**src/rtl/pc_gen_multi.sv**
```systemverilog
`default_nettype none
// ============================================================================
// Module      : pc_gen_multi
// Description : Multi-issue fetch PC generator with stall-safe redirect
//               latching and partial fetch-group consumption.
//               Optional macro PC_ALIGN_CHECK_EN enables misalignment checking.
// Revision    : 1.0 - initial release
// ============================================================================
module pc_gen_multi #(
    parameter int          FETCH_WIDTH  = 2,
    parameter logic [31:0] RESET_VECTOR = 32'hBFC0_0000,
    parameter int          CNT_W        = $clog2(FETCH_WIDTH) + 1
) (
    input  logic                   clk,
    input  logic                   rst,
    input  logic                   hold_pc,
    input  logic [CNT_W-1:0]       taken_cnt,
    input  logic                   jump,
    input  logic [31:0]            jump_to,
    input  logic                   flush,
    input  logic [31:0]            flush_pc,
    output logic                   ce,
    output logic                   is_hard_reset,
    output logic [31:0]            pc,
    output logic [FETCH_WIDTH-1:0] fetch_mask,
    output logic                   pend_valid,
    output logic                   pc_misalign
);

    localparam int c_IDX_W = (FETCH_WIDTH > 1) ? $clog2(FETCH_WIDTH) : 1;

    typedef enum logic [0:0] {
        HARD_SET = 1'b0,
        RUN      = 1'b1
    } status_t;

    logic        r_ce;
    status_t     r_status;
    status_t     w_status_nxt;
    logic [31:0] r_pc;
    logic [31:0] w_pc_nxt;
    logic        r_pend_valid;
    logic        w_pend_valid_nxt;
    logic [31:0] r_pend_pc;
    logic [31:0] w_pend_pc_nxt;
    logic        r_pend_flush;
    logic        w_pend_flush_nxt;

    logic [CNT_W-1:0] w_avail;
    logic [CNT_W-1:0] w_take;
    logic [31:0]      w_step;
    logic             w_misalign;

    // Lanes below the pc's slot in the aligned group are not valid this fetch
    generate
        if (FETCH_WIDTH > 1) begin : g_multi
            logic [c_IDX_W-1:0] w_lane_idx;
            assign w_lane_idx = r_pc[c_IDX_W+1:2];
            for (genvar i = 0; i < FETCH_WIDTH; i++) begin : g_mask
                assign fetch_mask[i] = (w_lane_idx <= c_IDX_W'(i));
            end
            assign w_avail = CNT_W'(FETCH_WIDTH) - CNT_W'(w_lane_idx);
        end else begin : g_single
            assign fetch_mask = '1;
            assign w_avail    = CNT_W'(1);
        end
    endgenerate

    assign w_take = (taken_cnt < w_avail) ? taken_cnt : w_avail;
    assign w_step = 32'(w_take) << 2;

`ifdef PC_ALIGN_CHECK_EN
    assign w_misalign = |r_pc[1:0];
`else
    assign w_misalign = 1'b0;
`endif

    always_comb begin
        w_status_nxt     = r_status;
        w_pc_nxt         = r_pc;
        w_pend_valid_nxt = r_pend_valid;
        w_pend_pc_nxt    = r_pend_pc;
        w_pend_flush_nxt = r_pend_flush;
        if (!r_ce) begin
            w_pc_nxt         = RESET_VECTOR;
            w_status_nxt     = HARD_SET;
            w_pend_valid_nxt = 1'b0;
            w_pend_pc_nxt    = '0;
            w_pend_flush_nxt = 1'b0;
        end else if (!hold_pc) begin
            // Any unstalled cycle consumes or supersedes the pending redirect
            w_pend_valid_nxt = 1'b0;
            w_pend_pc_nxt    = '0;
            w_pend_flush_nxt = 1'b0;
            if (flush) begin
                w_pc_nxt     = flush_pc;
                w_status_nxt = HARD_SET;
            end else if (jump) begin
                w_pc_nxt     = jump_to;
                w_status_nxt = HARD_SET;
            end else if (r_pend_valid) begin
                w_pc_nxt     = r_pend_pc;
                w_status_nxt = HARD_SET;
            end else if (r_status == HARD_SET) begin
                w_status_nxt = RUN;
            end else if (!w_misalign) begin
                w_pc_nxt = r_pc + w_step;
            end
        end else begin
            // A pending flush outranks any later stalled jump
            if (flush) begin
                w_pend_valid_nxt = 1'b1;
                w_pend_pc_nxt    = flush_pc;
                w_pend_flush_nxt = 1'b1;
            end else if (jump && !(r_pend_valid && r_pend_flush)) begin
                w_pend_valid_nxt = 1'b1;
                w_pend_pc_nxt    = jump_to;
                w_pend_flush_nxt = 1'b0;
            end
        end
    end

    always_ff @(posedge clk) begin
        if (rst) begin
            r_ce         <= 1'b0;
            r_status     <= HARD_SET;
            r_pc         <= RESET_VECTOR;
            r_pend_valid <= 1'b0;
            r_pend_pc    <= '0;
            r_pend_flush <= 1'b0;
        end else begin
            r_ce         <= 1'b1;
            r_status     <= w_status_nxt;
            r_pc         <= w_pc_nxt;
            r_pend_valid <= w_pend_valid_nxt;
            r_pend_pc    <= w_pend_pc_nxt;
            r_pend_flush <= w_pend_flush_nxt;
        end
    end

    assign ce            = r_ce;
    assign is_hard_reset = (r_status == HARD_SET);
    assign pc            = r_pc;
    assign pend_valid    = r_pend_valid;
    assign pc_misalign   = w_misalign;

endmodule
`default_nettype wire
```
**config.mk**
```make
export PLATFORM = sky130hd
export DESIGN_NAME = pc_gen_multi
export DESIGN_NICKNAME = d
export VERILOG_FILES = /design/src/rtl/pc_gen_multi.sv
export SDC_FILE = /design/constraint.sdc
export NUM_CORES = 1
export LEC_CHECK = 0
export CELL_PAD_IN_SITES_DETAIL_PLACEMENT = 0
export CELL_PAD_IN_SITES_GLOBAL_PLACEMENT = 1
export CORE_MARGIN = 2
export CORE_UTILIZATION = 36
export CTS_CLUSTER_DIAMETER = 80
export CTS_CLUSTER_SIZE = 16
export DETAILED_ROUTE_END_ITERATION = 6
export PLACE_DENSITY = 0.77
export SLEW_MARGIN = 5
export SYNTH_ARGS = -nofsm -noshare
export SYNTH_HDL_FRONTEND = slang
export SYNTH_SLANG_ARGS = --single-unit
```
**constraint.sdc**
```tcl
create_clock -name clk -period 3.4 [get_ports clk]
set_input_delay 0.34 -clock clk [delete_from_list [all_inputs] [get_ports clk]]
set_output_delay 0.34 -clock clk [all_outputs]
set_load 0.005 [all_outputs]
```
# Word-level counts from Yosys, hierarchy flattened
# Cells that the tools add are included.
# W data, S select, Z words.
dict set report classes {
  shifts 0
  n_reduce_logical 8
  eq_ne 0
  mux 15
  n_mul 0
  n_lt_le_gt_ge 3
  bitwise_logic 3
  div 0
  addsub 2
}
# cell n
set ops {}
lappend ops {{$mux W32} 6}
lappend ops {{$add A32 B4 Y32} 1}
lappend ops {{$mux W1} 8}
lappend ops {{$reduce_bool A4 Y1} 1}
lappend ops {{$not A1 Y1} 3}
lappend ops {{$reduce_or A3 Y1} 1}
lappend ops {{$le A1 B1 Y1 const B} 2}
lappend ops {{$logic_and A1 B1 Y1} 2}
lappend ops {{$lt A2 B2 Y1} 1}
lappend ops {{$mux W2} 1}
lappend ops {{$reduce_and A2 Y1} 1}
lappend ops {{$reduce_bool A2 Y1} 1}
lappend ops {{$reduce_or A2 Y1} 1}
lappend ops {{$sub A2 B1 Y2 const A} 1}
lappend ops {{$logic_not A1 Y1} 1}
dict set report word_totals {
  latch_bits 0
  word_cells 37
  mem_count 0
  reg_bits 68
  out_inout_bits 38
  mem_bits_rw 0
  mem_bits_ro 0
}

# Logic depth before layout (Yosys ltp)
# Gate-level depths: netlist (run 1).
dict set report depth {
  word_depth 8
  depth_mapped 8
  ltp_nobuf 8
}

# Worst setup path after synthesis (run 1)
# No wires, ideal clock.
dict set report synth_path {
  kind {register -> register}
  start {reg r_pc[2], in the netlist pc[2]}
  end {reg r_pc[26], in the netlist pc[26]}
  synth_period_minus_slack_ps 2426
  setup_ps 58
  stages_incl_launch_ff 9
  t_arrival_ps 2369
  slack_ps 974
  t_required_ps 3342
  path_cell_list {dfxtp_1 > mux2_2 > ha_1 > fa_1 > nand4_2 > or4_4 > or4_1 > a21oi_1 > a211o_1}
}
dict set report synth_between {
  elab_chain_len 8
}
# element line_no
set synth_rtl {}
lappend synth_rtl {{start, declared} 40} ;# logic [31:0] r_pc;
lappend synth_rtl {{start signal, assigned} 134} ;# r_pc <= w_pc_nxt;
lappend synth_rtl {{$sub A2 B1 Y2} 62} ;# assign w_avail = CNT_W'(FETCH_WIDTH) - CNT_W'(w_lane_idx);
lappend synth_rtl {{$lt A2 B2 Y1} 69} ;# assign w_take = (taken_cnt < w_avail) ? taken_cnt : w_avail;
lappend synth_rtl {{$mux W2} 69}
lappend synth_rtl {{$add A32 B4 Y32 *} 107} ;# w_pc_nxt = r_pc + w_step;
lappend synth_rtl {{$mux W32 *} 104} ;# end else if (r_status == HARD_SET) begin
lappend synth_rtl {{$mux W32 *} 101} ;# end else if (r_pend_valid) begin
lappend synth_rtl {{$mux W32 *} 98} ;# end else if (jump) begin
lappend synth_rtl {{$mux W32 *} 95} ;# if (flush) begin
# Every way passes the cells marked *; elsewhere a longest branch is shown, timed or not. The select of a mux whose other input is x is not followed.
# A chain may end at the register's enable or synchronous reset.

# Final worst setup path (run 1)
dict set report layout_path {
  start {in taken_cnt[1]}
  end {reg r_pc[26], in the netlist pc[26]}
}
dict set report layout_between {
  elab_chain_len 7
}
# element line_no
set layout_rtl {}
lappend layout_rtl {{start, declared} 17} ;# input logic [CNT_W-1:0] taken_cnt,
lappend layout_rtl {{$lt A2 B2 Y1} 69}
lappend layout_rtl {{$mux W2 *} 69}
lappend layout_rtl {{$add A32 B4 Y32 *} 107}
lappend layout_rtl {{$mux W32 *} 104}
lappend layout_rtl {{$mux W32 *} 101}
lappend layout_rtl {{$mux W32 *} 98}
lappend layout_rtl {{$mux W32 *} 95}
# Marked as above.

==> summary.md, run 1 <==
| Metric | Value |
|---|---|
| Ant. Diodes | 0 |
| Placed Cells | 797 |
| Ports | 109 |
| Hold WS | 489 ps |
| Post-synthesis register bit count | 68 |
| DP Wirelength | 11500 um |
| CTS max path bufs | 2 |
| Vias in the first global route | 4571 |
| Synth top cells by count | dfxtp_1, nand2_1, nor2_1, a21oi_1, o21ai_0 |
| Critical Path Fanout Max | 5 |
| Total vias in the final route | 4742 |
| Ys async rst share | 0 |
| Worst r2r src | pc[2] |
| Worst-case reg-to-reg path depth | 8 |
| Fin nets | 735 |
| Layout area overhead | 33.9% |
| Yosys cell types | 69 |
| Power per Cell Area | 382 nW/um^2 |
| Final min period | 2760 ps |
| Largest cells by area after synthesis | dfxtp_1, mux2i_1, a21oi_1 |
| Drt wl/cell | 19.8 um |
| Setup crit start | taken_cnt[1] |
| Crit Path Class | input pin to flop |
| Pins Over Slew Limit | 0 |
| CTS tree | done |
| Pin slew with the least headroom to its limit | 991 ps |
| YS warnings | 0 |
| Max_slew headroom | 0.339 |
| Grt ovf | 0 |
| Placed cell areas | 5550 sq um |
| Largest net degree at the start of global routing | 36 |
| Die Area | 13000 sq um |
| Peak supply drop | 0.166 mV |
| Gpl congestion | 0.939 |
| Maximum clock skew at final layout | 5.41 ps |
| Most common cell in the synthesized netlist | dfxtp_1 |
| Max H-tree Level | 3 |
| Worst endpoint required time | 3680 ps |
| Crit share post-route | 0.812 |
| Total Wirelength | 16100 um |
| I/O Buffers | 106 |
| Avg Vias per Cell | 5.83 |
| Max-cap violations | 0 |
| Setup bufs post-CTS | 0 |
| First-pass GRT wire length | 25400 um |
| Status | completed |
| Initial DRT Pass Iterations | 5 |
| Root Driver | clkbuf_16 |
| Clock latency on the worst-skew pair | 340 ps |
| Fmax | 362 MHz |
| Standby leakage power | 2.20 nW |
| WP data arrival | 3040 ps |
| Top_reg_cell synth | dfxtp_1 |
| Initial antenna violation count | 0 |
| Endpoints failing setup | 0 |
| Post-synth EDFFs | 0 |
| CTS sink cnt | 68 |
| Layout cell share with drive strength beyond 1 | 0.0811 |
| Worst-path clk slew | 50 ps |
| TritonCTS Buffers | 9 |
| Worst hold path type | flop to flop |
| Avg Cell Area, Syn | 7.65 sq um |
| Die width | 114 um |
| Seq/Total Area, Yosys | 0.312 |
| Cell taking the most area after synthesis | dfxtp_1 |
| Fin area | 5850 sq um |
| Startpoint types | input pin |
| Synth top area share | 0.312 |
| Initial Util | 0.367 |
| Drt drc | 0 |
| Tot GR Track Use | 0.252 |
| Cell Area, Synth | 4370 sq um |
| Worst Hold Depth | 2 |
| Hold Fails Final Rpt | 0 |
| Chip height | 114 um |
| Total power | 2.24 mW |
| Crit. End Element | flop |
| Hold wc startpoint | r_pend_flush |
| Final non-filler cell total | 813 |
| Core area | 11900 sq um |
| RSZ-0062 raised after global routing | false |
| PostCTS Resize Cnt | 0 |
| Initial drt markers | 322 |
| Post-DRT Antenna Nets | 0 |
| CTS Hold Bufs | 0 |
| Setup tns final | 0 ps |
| Cells after Synth | 571 |
| Net Count, Synth | 645 |
| Row cnt | 40 |
==> power breakdown <==
part / switching, mW / total [mW] / internal [mW]
Sequential: 0.0338 / 0.859 / 0.825
Clock: 0.352 / 0.961 / 0.609
Combinational: 0.216 / 0.416 / 0.200
==> sequential cells by signal, summed over array words and instances (netlist names) <==
register      cells
r_pend_flush      1
ce                1
r_status          1
pc               32
pend_valid        1
r_pend_pc        32
==> worst max-delay path, stage by stage <==
cell and delay [ps]:
clkdlybuf4s50_1 420, mux2_2 230, ha_1 170, fa_1 300
nand4_2 200, or4_4 600, or4_1 480, a21oi_1 190
a211o_1 120
==> layout make-up <==
class,instances,area [sq um]
clock buffers,15,268
clock inverters,1,30.0
fillers,1179,6060
inverters,9,33.8
multi-input cells,445,2760
flip-flops and latches,68,1360
well taps,147,184
repair buffers,128,1220
==> layer usage <==
metal,vias up,wire length [um],GRT usage
li1,2322,-,-
met1,2255,7500,0.346
met2,140,7520,0.404
met3,25,759,0.0355
met4,0,339,0.0943
met5,-,0,0
==> final timing paths <==
check / end / slack (ps)
setup / recovery: pc[26] / 640
hold / removal: r_pend_flush / 490
setup reg to reg: pc[26] / 690
hold reg to reg: r_pend_flush / 490
==> metrics by stage <==
step                 util  setup slack [ps]
finish              0.491               640
CTS                 0.491               673
detailed placement  0.466               330
global route        0.491               455
floorplan               -               974
global placement    0.466               385
==> kinds of logic (layout without fill, tap and decap cells) <==
group | Yosys count | count (layout) | share of synthesized area
AOI/OAI and AO/OA | 199 | 199 | 0.302
xor gates and xnor gates | 3 | 3 | 0.00602
adders and majority gates | 3 | 3 | 0.0103
buffers and inverters | 58 | 153 | 0.0579
DFF | 68 | 68 | 0.312
muxes | 28 | 28 | 0.0645
other | 2 | 2 | 0.00172
and+or+nand+nor | 210 | 210 | 0.246
==> cell usage in the layout (no fill, tap or decap), types with 7 or more instances in the layout <==
master and count:
clkbuf_16 9, or3_1 7, nand2b_1 9, a311oi_1 12, nor2_1 54, a211oi_1 27, inv_1 9, buf_4 22
nor3_1 19, nand3_1 14, clkdlybuf4s50_1 104, o21ai_0 43, a31oi_1 7, nand2_1 57, nor2b_1 12, mux2i_1 27
o31ai_1 7, dfxtp_1 68, a21oi_1 51
Power figures use the tool's default switching activity.
==> run 2: changes to the inputs <==
--- a/config.mk
+++ b/config.mk
@@ -8,11 +8,11 @@
 export CELL_PAD_IN_SITES_DETAIL_PLACEMENT = 0
 export CELL_PAD_IN_SITES_GLOBAL_PLACEMENT = 1
 export CORE_MARGIN = 2
-export CORE_UTILIZATION = 36
+export CORE_UTILIZATION = 32
 export CTS_CLUSTER_DIAMETER = 80
 export CTS_CLUSTER_SIZE = 16
 export DETAILED_ROUTE_END_ITERATION = 6
-export PLACE_DENSITY = 0.77
+export PLACE_DENSITY = 0.72
 export SLEW_MARGIN = 5
 export SYNTH_ARGS = -nofsm -noshare
 export SYNTH_HDL_FRONTEND = slang
==> constraint.sdc (replaced) <==
create_clock -name clk -period 2.2 [get_ports clk]
set_input_delay 0.22 -clock clk [delete_from_list [all_inputs] [get_ports clk]]
set_output_delay 0.22 -clock clk [all_outputs]
set_load 0.005 [all_outputs]
==> run 2 against run 1 <==
The flow now finishes with violations (setup timing). Non-clock buffer count grew 39. Global-route usage shrank 1.8 points. Clock power grew 69%. Clock skew grew 1.4 ps. Largest cell class unchanged. Cell area grew 7.8%.
==> summary.md, run 2 (synthesized netlist as in run 1, its figures left out) <==
| Metric | Value |
|---|---|
| Fmax | 437 MHz |
| RSZ-0062 raised after global routing | true |
| Crit share post-route | 1.04 |
| Avg Vias per Cell | 5.65 |
| Power per Cell Area | 578 nW/um^2 |
| Final min period | 2290 ps |
| CTS max path bufs | 2 |
| Worst-path clk slew | 60 ps |
| Cell mode on critical path | or4_4 |
| Critical Path, Cell by Cell | mux2_4 -> ha_4 -> fa_2 -> nand4_4 -> or4_4 -> or4_4 -> a21oi_2 -> a211o_1 |
| Drt drc | 0 |
| Status | finished, violations left |
| Worst endpoint required time | 2490 ps |
| Layout cell share with drive strength beyond 1 | 0.151 |
| Maximum clock skew at final layout | 6.85 ps |
| Worst Setup Slack, final | -87.2 ps |
| Ports | 109 |
| Die width | 121 um |
| Die Area | 14600 sq um |
| Chip height | 121 um |
| Hold path endpoint | r_pend_flush |
| Peak supply drop | 0.311 mV |
| Tot GR Track Use | 0.235 |
| Crit. End Element | flop |
| CTS sink cnt | 68 |
| Hold Fails Final Rpt | 0 |
| Most frequent cells in the layout | clkdlybuf4s50_1, dfxtp_1, buf_4 |
| Hold wc startpoint | flush |
| Reg-to-reg slack, setup | -90 ps |
| Total Wirelength | 16900 um |
| Worst Hold Depth | 3 |
| First-pass GRT wire length | 26500 um |
| Core area | 13300 sq um |
| Max-cap violations | 0 |
| Initial DRT Pass Iterations | 5 |
| TritonCTS Buffers | 9 |
| Worst-case reg-to-reg path depth | 8 |
| Fin area | 6300 sq um |
| Largest delay share family, worst path | simple AND/OR/NAND/NOR gates |
| Row cnt | 42 |
| Initial Util | 0.329 |
| Standby leakage power | 2.44 nW |
| Vias in the first global route | 4761 |
| Placed cell areas | 5940 sq um |
| Max H-tree Level | 3 |
| Clock latency on the worst-skew pair | 350 ps |
| Startpoint types | flop |
| Layout area overhead | 44.3% |
| Critical Path Slowest Stage Cell | or4_4 |
| Final Util | 0.474 |
| Post-DRT Antenna Nets | 0 |
| Critical Path Fanout Max | 4 |
| Worst path max stage delay | 510 ps |
| Initial drt markers | 485 |
| Root Driver | clkbuf_16 |
| Most common cell after layout, fill and taps aside | clkdlybuf4s50_1 |
| Pins Over Slew Limit | 0 |
| Total power | 3.65 mW |
| Worst r2r src | pc[2] |
| DP Wirelength | 12300 um |
| I/O Buffers | 106 |
| Hold WS | 284 ps |
| Initial antenna violation count | 0 |
| Ant. Diodes | 0 |
| Drt wl/cell | 19.2 um |
| Worst hold path type | input pin to flop |
| WP data arrival | 2570 ps |
| Gpl congestion | 0.907 |
| CP bufs+invs | 0 |
| Max_slew headroom | 0.483 |
| Total vias in the final route | 4976 |
| Grt ovf | 0 |
| CTS tree | done |
| Failing checks | setup timing |
| Largest net degree at the start of global routing | 43 |
| Fin nets | 774 |
| Reg2reg end | pc[26] |
| Crit Path Class | flop to flop |
| Pin slew with the least headroom to its limit | 774 ps |
| Endpoints failing setup | 2 |
run 2: worst max-delay path by stage:
stage / startpoint / end / slack [ps] / depth (start not counted)
after global placement: taken_cnt[1] / pc[26] / -460 / 9
after detailed placement: taken_cnt[1] / pc[26] / -490 / 9
final: pc[2] / pc[26] / -90 / 8
after global routing: pc[2] / pc[26] / -150 / 8
after floorplan: pc[2] / pc[26] / -80 / 8
after CTS: pc[2] / pc[26] / -80 / 8
run 2: cell type report:
type / count / area (sq um)
inverter: 9 / 33.8
fill: 1316 / 6990
timing repair buffer: 167 / 1550
clock buffer: 11 / 253
tap: 176 / 220
multi-input combinational: 445 / 2820
clock inverter: 4 / 72.6
sequential: 68 / 1370
run 2: power by group:
group	total (mW)	internal, mW	switching (mW)
Clock	1.62	1.05	0.576
Sequential	1.32	1.27	0.0414
Combinational	0.710	0.348	0.362
run 2: worst register-to-register path: cells and delay by family, from the launching register on:
| kind | cells | cell delay, ps |
|---|---|---|
| compound gates | 2 | 240 |
| mux | 1 | 160 |
| simple gates | 3 | 1100 |
| fa+ha+maj | 2 | 370 |
| flops | 1 | 360 |
run 2: metal layers:
metal	track usage	share of wire	up-vias
li1	-	-	2384
met1	0.322	0.46	2391
met2	0.370	0.46	180
met3	0.0377	0.056	21
met4	0.0865	0.020	0
met5	0	0	-
run 2: metrics by stage:
step / setup TNS [ps] / worst slack (ps) / cells
6_report: -114 / -87.2 / 880
5_1_grt: -358 / -150 / 880
4_1_cts: -118 / -80.4 / 880
3_5_place_dp: -7250 / -486 / 864
3_3_place_gp: -6890 / -456 / 864
2_1_floorplan: -97.8 / -79.1 / 571
run 2: what timing repair did:
action | 4_1_cts | 5_1_grt
pin swaps | 3 | 4
endpoints found under the setup margin | 6 | 8
hold buffers | 0 | 0
gates resized for setup | 2 | 10
setup buffers | 1 | 0
